`src/rtl/traffic_pkg.sv`:
```
// Shared types and constants for the intersection traffic controller.
package traffic_pkg;

    // Phase encoding, also driven on the phase output.
    typedef enum logic [1:0] {
        ALL_RED = 2'd0,
        UPDOWN  = 2'd1,
        TURN    = 2'd2,
        PED     = 2'd3
    } phase_t;

    // Default phase durations in clock cycles.
    localparam int DEFAULT_GREEN_CYCLES = 8;
    localparam int DEFAULT_TURN_CYCLES  = 4;
    localparam int DEFAULT_PED_CYCLES   = 6;
    localparam int DEFAULT_CLEAR_CYCLES = 2;

    // The timer only ever holds duration-1, so $clog2 of the longest
    // duration is enough; a register still needs at least one bit.
    function automatic int timer_width(input int green, input int turn,
                                       input int ped, input int clear);
        int longest;
        longest = green;
        if (turn > longest) longest = turn;
        if (ped > longest) longest = ped;
        if (clear > longest) longest = clear;
        return (longest <= 1) ? 1 : $clog2(longest);
    endfunction

endpackage

```
`src/rtl/phase_timer.sv`:
```
// Down-counter that measures how long the current phase has lasted.
// It is loaded with duration-1 on phase entry and reports expiry at zero.
module phase_timer #(
    parameter int               WIDTH       = 3,
    parameter logic [WIDTH-1:0] RESET_VALUE = '0
) (
    input  logic             clock,
    input  logic             reset,
    input  logic             load,
    input  logic [WIDTH-1:0] load_value,
    output logic             expired
);

    logic [WIDTH-1:0] count;

    // Load on request, otherwise count down and park at zero instead of wrapping.
    always_ff @(posedge clock or posedge reset) begin
        if (reset) begin
            count <= RESET_VALUE;
        end else if (load) begin
            count <= load_value;
        end else if (count != '0) begin
            count <= count - WIDTH'(1);
        end
    end

    assign expired = (count == '0);

endmodule

```
`src/rtl/traffic_controller.sv`:
```
// Intersection phase sequencer: UPDOWN green by default, TURN and PED
// served only on latched requests, every green separated by ALL_RED.
module traffic_controller
    import traffic_pkg::*;
#(
    parameter int GREEN_CYCLES = DEFAULT_GREEN_CYCLES,
    parameter int TURN_CYCLES  = DEFAULT_TURN_CYCLES,
    parameter int PED_CYCLES   = DEFAULT_PED_CYCLES,
    parameter int CLEAR_CYCLES = DEFAULT_CLEAR_CYCLES
) (
    input  logic       clock,
    input  logic       reset,
    input  logic       ped_button,
    input  logic       turn_sensor,
    output logic       pedestrian_green,
    output logic       up_green,
    output logic       down_green,
    output logic       turn_green,
    output logic [1:0] phase,
    output logic       ped_waiting
);

    localparam int TW = timer_width(GREEN_CYCLES, TURN_CYCLES, PED_CYCLES, CLEAR_CYCLES);

    localparam logic [TW-1:0] GREEN_LOAD = TW'(GREEN_CYCLES - 1);
    localparam logic [TW-1:0] TURN_LOAD  = TW'(TURN_CYCLES - 1);
    localparam logic [TW-1:0] PED_LOAD   = TW'(PED_CYCLES - 1);
    localparam logic [TW-1:0] CLEAR_LOAD = TW'(CLEAR_CYCLES - 1);

    phase_t        state;
    phase_t        next_green;
    phase_t        exit_to;
    phase_t        target_after;
    logic          ped_pending;
    logic          turn_pending;
    logic          timer_expired;
    logic [TW-1:0] timer_value;
    logic          enter_ped;
    logic          enter_turn;

    // Every expiry starts a new interval (or restarts UPDOWN), so the timer
    // is reloaded exactly when it reaches zero.
    phase_timer #(
        .WIDTH       (TW),
        .RESET_VALUE (CLEAR_LOAD)
    ) timer_inst (
        .clock      (clock),
        .reset      (reset),
        .load       (timer_expired),
        .load_value (timer_value),
        .expired    (timer_expired)
    );

    // Decide where the current phase goes on expiry and which green follows ALL_RED.
    always_comb begin
        exit_to      = state;
        target_after = next_green;
        case (state)
            ALL_RED: exit_to = next_green;
            UPDOWN: begin
                if (turn_pending || ped_pending) begin
                    exit_to      = ALL_RED;
                    target_after = turn_pending ? TURN : PED;
                end
            end
            TURN: begin
                exit_to      = ALL_RED;
                target_after = ped_pending ? PED : UPDOWN;
            end
            PED: begin
                exit_to      = ALL_RED;
                target_after = UPDOWN;
            end
            default: exit_to = ALL_RED;
        endcase
    end

    // Pick the reload value for whichever interval is entered next.
    always_comb begin
        timer_value = CLEAR_LOAD;
        case (exit_to)
            ALL_RED: timer_value = CLEAR_LOAD;
            UPDOWN:  timer_value = GREEN_LOAD;
            TURN:    timer_value = TURN_LOAD;
            PED:     timer_value = PED_LOAD;
            default: timer_value = CLEAR_LOAD;
        endcase
    end

    assign enter_ped  = timer_expired && (exit_to == PED);
    assign enter_turn = timer_expired && (exit_to == TURN);

    // Phase register, green decode and request latches; next_green resets to
    // UPDOWN as if PED had just been served.
    always_ff @(posedge clock or posedge reset) begin
        if (reset) begin
            state            <= ALL_RED;
            next_green       <= UPDOWN;
            ped_pending      <= 1'b0;
            turn_pending     <= 1'b0;
            pedestrian_green <= 1'b0;
            up_green         <= 1'b0;
            down_green       <= 1'b0;
            turn_green       <= 1'b0;
        end else begin
            if (timer_expired) begin
                state            <= exit_to;
                next_green       <= target_after;
                pedestrian_green <= (exit_to == PED);
                up_green         <= (exit_to == UPDOWN);
                down_green       <= (exit_to == UPDOWN);
                turn_green       <= (exit_to == TURN);
            end
            ped_pending  <= enter_ped  ? 1'b0 : (ped_pending  | ped_button);
            turn_pending <= enter_turn ? 1'b0 : (turn_pending | turn_sensor);
        end
    end

    assign phase       = state;
    assign ped_waiting = ped_pending;

endmodule

```
`config.mk`:
```
export PLATFORM = sky130hd
export DESIGN_NAME = traffic_controller
export DESIGN_NICKNAME = d
export VERILOG_FILES = /design/src/rtl/traffic_pkg.sv /design/src/rtl/phase_timer.sv /design/src/rtl/traffic_controller.sv
export SDC_FILE = /design/constraint.sdc
export NUM_CORES = 1
export LEC_CHECK = 0
export ABC_AREA = 1
export BUFFER_PORTS_ARGS = -buffer_cell sky130_fd_sc_hd__buf_2
export CORE_UTILIZATION = 24
export DETAILED_ROUTE_END_ITERATION = 8
export SYNTH_ARGS = -nofsm -noshare
export SYNTH_HDL_FRONTEND = slang
export SYNTH_SLANG_ARGS = --single-unit
```
`constraint.sdc`:
```
create_clock -name clock -period 2 [get_ports clock]
set_clock_uncertainty 0.15 [all_clocks]
set_input_delay 0.1 -clock clock [delete_from_list [all_inputs] [get_ports clock]]
set_output_delay 0.1 -clock clock [all_outputs]
set_load 0.05 [all_outputs]
```
Word level (Yosys, flattened, before mapping). Cells that the tools add are included.

$add $sub $neg: 1. Equality and inequality tests: 7. Mux-type cells: 11. Bitwise gates (word level): 2. Reductions and logical operators: 11.

Operator list (count): $pmux 2 s3 (2); $pmux 3 s4 (1); $eq 2x2->1 const B (4); $mux 2 (3); $mux 3 (2); $reduce_bool 3->1 (2); $eq 2x1->1 const B (2); $logic_not 2->1 (2); $logic_not 3->1 (1); $mux 1 (3); $reduce_and 3->1 (1); $sub 3x1->3 const B (1); $logic_and 1x1->1 (2); $ne 2x2->1 const B (1); $or 1x1->1 (2); $reduce_bool 2->1 (1); $reduce_or 2->1 (1); $logic_or 1x1->1 (1).

Register bits: 12. Input bits: 4. Output and inout bits: 7. Word-level logic and storage cells: 40.

Depth between registers and ports, before layout.
Word-level depth: 6. Gate-level depth with buffers: 8. Depth with buffers taken out: 8.

Hierarchy. From an unflattened synthesis, not the netlist that was laid out.

Cells, all modules: 88. Area, all modules: 668.1 um2.

Modules (own cells, without submodules): traffic_controller (instances 1, cells an instance 55, area an instance 455.4 um2, seq. area each 226.5 um2); phase_timer (instances 1, cells an instance 33, area an instance 212.7 um2, seq. area each 76.3 um2).

Worst setup path before layout. OpenSTA, ideal clock, no wires.

Kind: register to register. From: register state[1] (netlist: phase[1]). To: register timer_inst.count[1]. Library setup time: 83 ps. Arrival time: 1590 ps. Required time: 1767 ps. Setup slack: 177 ps. Cell stages (with the launch flop): 7. Buffers on the path: 0. Clock period less this slack: 1823 ps. Cell sequence: dfrtp_1 inv_1 o211ai_1 inv_1 ha_1 or2_0 o21ai_0.

Longest elaborated chain between the ends: 6. Elaborated cells on any way between the ends: 13. Classes of those cells: eq/ne: 6; mux: 4; reduce/logical: 3.

RTL lines: start: declaration (RTL line traffic_controller.sv:30) `phase_t state;`; start signal: assignment (RTL line traffic_controller.sv:107) `state <= exit_to;`; $eq 2x2->1 (RTL line traffic_controller.sv:58) `case (state)`; $reduce_or 2->1 (no line); $pmux 2 s3 * (RTL line traffic_controller.sv:58); via exit_to[0] (RTL line traffic_controller.sv:32) `phase_t exit_to;`; $eq 2x2->1 (tied with other cells) (RTL line traffic_controller.sv:81) `case (exit_to)`; $pmux 3 s4 * (RTL line traffic_controller.sv:81); $mux 3 * (RTL line phase_timer.sv:20) `end else if (load) begin`; end signal: assignment (RTL line phase_timer.sv:21) `count <= load_value;`; end signal: assignment (RTL line phase_timer.sv:23) `count <= count - WIDTH'(1);`; end: declaration (RTL line phase_timer.sv:14) `logic [WIDTH-1:0] count;`.

The timed path passes the listed nets; every way through them passes the cells marked *. The select of a mux whose other input is x is not followed. A chain may end at the register's enable or synchronous reset.

Final worst setup path.
From: register state[0] (netlist: phase[0]). To: register timer_inst.count[1].

Same word-level chain as after synthesis.

==> impl_metrics.toml <==
[die]
coreArea_sq_um = 2520
fp.dieH_um = 54.3
io-pin-count = 11
die_w_um = 54.3
rows = 18
die_area_sq_um = 2940
initial_utilization_pct = 26.0

[cts]
cts_resized = 0
root_buffer = "clkbuf_4"
htree_levels = 1
clock_latency_ns = 0.27
cts_sinks = 12
cts_buffer_depth = 2
cts_tree = "yes"
clk_pin_slew_worst_paths_ns = 0.08
cts_buffers = 3

[setup_path]
endpoint_kind = "register"
cp_data_required_time_ns = 2.05
cp.arrival_ns = 1.64
path_max_fanout = 6
start_kind = "register"
critPathKind = "reg -> reg"
ff2ff_path_depth = 5

[placed_design]
globalplace.congestion = 0.702
post_dp_cell_area_sq_um = 736
port-buffer-count = 10
dp_hpwl_um = 861

[final_layout]
final_core_util_pct = 31.8
final_area_sq_um = 802
antenna_cells = 0
drive_gt1_share_pct = 26.7
multi_input_area_sq_um = 284
n_fill_cell = 280
regArea_sq_um = 303
areaGrowthSynthToFinish_pct = 22.3
final_nets = 101

[sta]
period_share_pct = 79.6
worst_pin_slew_ns = 0.480
holdWs_ns = 0.232
hold_viol = 0
setup_tns_ns = 0
min_period_ns = 1.59
slew_violations = 0
slew_headroom_pct = 68.0
rsz0062_at_grt = "no"
fmaxAchievable_ghz = 0.628
finalSetupViolations = 0

[drt]
ant_nets = 0
wl_per_cell_um = 9.74
drt_iter0_drc = 4
drc = 0
wl_mm = 1.17
first_pass_iters = 3
viasPerCell = 4.10
vias = 492

[synthesis]
postSynth.asyncResetShare_pct = 100
synth_commonest_cells = "20 x nand2_1, 13 x inv_1, 10 x dfrtp_1"
syn_nets = 84
yosys_register_bits = 12
ys_seq_area_share_pct = 46.2
synth.most_common_cell = "nand2_1"
syn-cell-area_sq_um = 656
synth_ff_type = "dfrtp_1"
syn_inst = 74
synth_top_cell_by_area = "dfrtp_1"
synth-edff-count = 0
synth.top_cell.area_share_pct = 38.2
synth_area_per_cell_sq_um = 8.86
ys_types = 21
yosysWarnings = 0
synth.area.top_cells = "dfrtp_1 38%, ha_1 11%, nand2_1 11%"

[flow_run]
drv_cap = 0

[global_routing]
grt_max_degree = 13
grt_pass1_wl_mm = 1.95
groute.usage.overall_pct = 9.65
grt_pass1_vias = 473
grt-ovfl-total = 0
antenna_found_initial = 0

[power_and_ir_drop]
fin_total_pwr_uw = 447
power_density_nw_per_um2 = 558
vdd_drop_max_uv = 320
p_leak_uw = 0.000456

[outcome]
outcome = "finished, final reports clean"

[hold_path]
hold_class = "in -> async"
[placed cells by master (no fill, tap or decap)]
master	n
nand4_1	1
or2_0	1
a21oi_1	1
clkbuf_4	3
nand2_2	1
nand3_4	1
o21ai_1	4
o211ai_1	1
nand2_4	1
inv_1	13
dlygate4sd3_1	3
nand3_1	1
nor2_1	3
nand3_2	1
buf_2	10
o21ai_0	2
clkbuf_8	1
inv_2	1
o21ai_2	2
dfrtp_1	10
dfstp_2	2
ha_1	6
inv_6	1
nand2_1	20
[kinds of logic (layout without fill, tap and decap cells)]
| group | Yosys count | count (layout) | share of synthesized area (%) |
|---|---|---|---|
| AND/OR/NAND/NOR | 30 | 30 | 22.7 |
| buffers and inverters | 16 | 32 | 10.5 |
| flip-flops | 12 | 12 | 46.2 |
| AO/OA/AOI/OAI | 10 | 10 | 9.16 |
| adder cells (fa/ha/maj) | 6 | 6 | 11.5 |
[cell type report]
cell class | instances | share of cell area [%]
Inverter | 15 | 7.64
Tap cell | 30 | 4.68
Clock buffer | 4 | 4.52
Sequential cell | 12 | 37.8
Multi-Input combinational cell | 46 | 35.4
Timing Repair Buffer | 13 | 9.98
[worst max-delay path: stages (launching register included)]
cell and delay, ns:
dfrtp_1 0.42, o211ai_1 0.29, inv_1 0.11, ha_1 0.27, or2_0 0.21, o21ai_0 0.06
[report_power, final]
group,total [uW],switching (uW),internal (uW),leakage [uW]
clock,193,81.9,111,0.0000210
combinational,12.3,6.33,5.95,0.000286
sequential,243,0.000000000000186,243,0.000150
[state kept, by name (all words and copies together) (netlist names)]
register and count:
timer_inst.count 3, next_green 2, phase 2, down_green 1, ped_waiting 1, pedestrian_green 1, turn_green 1, turn_pending 1
[layer usage]
| metal | up-vias | routed length (um) | GRT usage (%) |
|---|---|---|---|
| met2 | 10 | 534 | 15.4 |
| li1 | 260 | - | - |
| met1 | 220 | 571 | 11.8 |
| met3 | 2 | 44 | 1.67 |
| met4 | 0 | 19 | 6.41 |
| met5 | - | 0 | 0 |
[path summary, 6_finish.rpt]
path / slack (ns) / to / start
worst max-delay path: 0.41 / timer_inst.count[1] / phase[0]
worst min-delay path: 0.23 / phase[0] / reset
worst max register to register: 0.41 / timer_inst.count[1] / phase[0]
worst min register to register: 0.31 / timer_inst.count[0] / timer_inst.count[0]
max in group asynchronous: 1.12 / timer_inst.count[0] / reset
min in group clock: 0.31 / timer_inst.count[0] / timer_inst.count[0]
[metrics by stage]
| step | setup WS, ns | std cells |
|---|---|---|
| 2_1_floorplan | 0.177 | 74 |
| 3_3_place_gp | 0.479 | 113 |
| 3_5_place_dp | 0.427 | 113 |
| 4_1_cts | 0.400 | 120 |
| 5_1_grt | 0.271 | 120 |
| 6_report | 0.408 | 120 |
[timing repair]
item                      4_1_cts  5_1_grt
setup buffers                   0        0
hold buffers                    3        0
hold endpoints to repair       12        0
(Power assumes the default switching activity.)
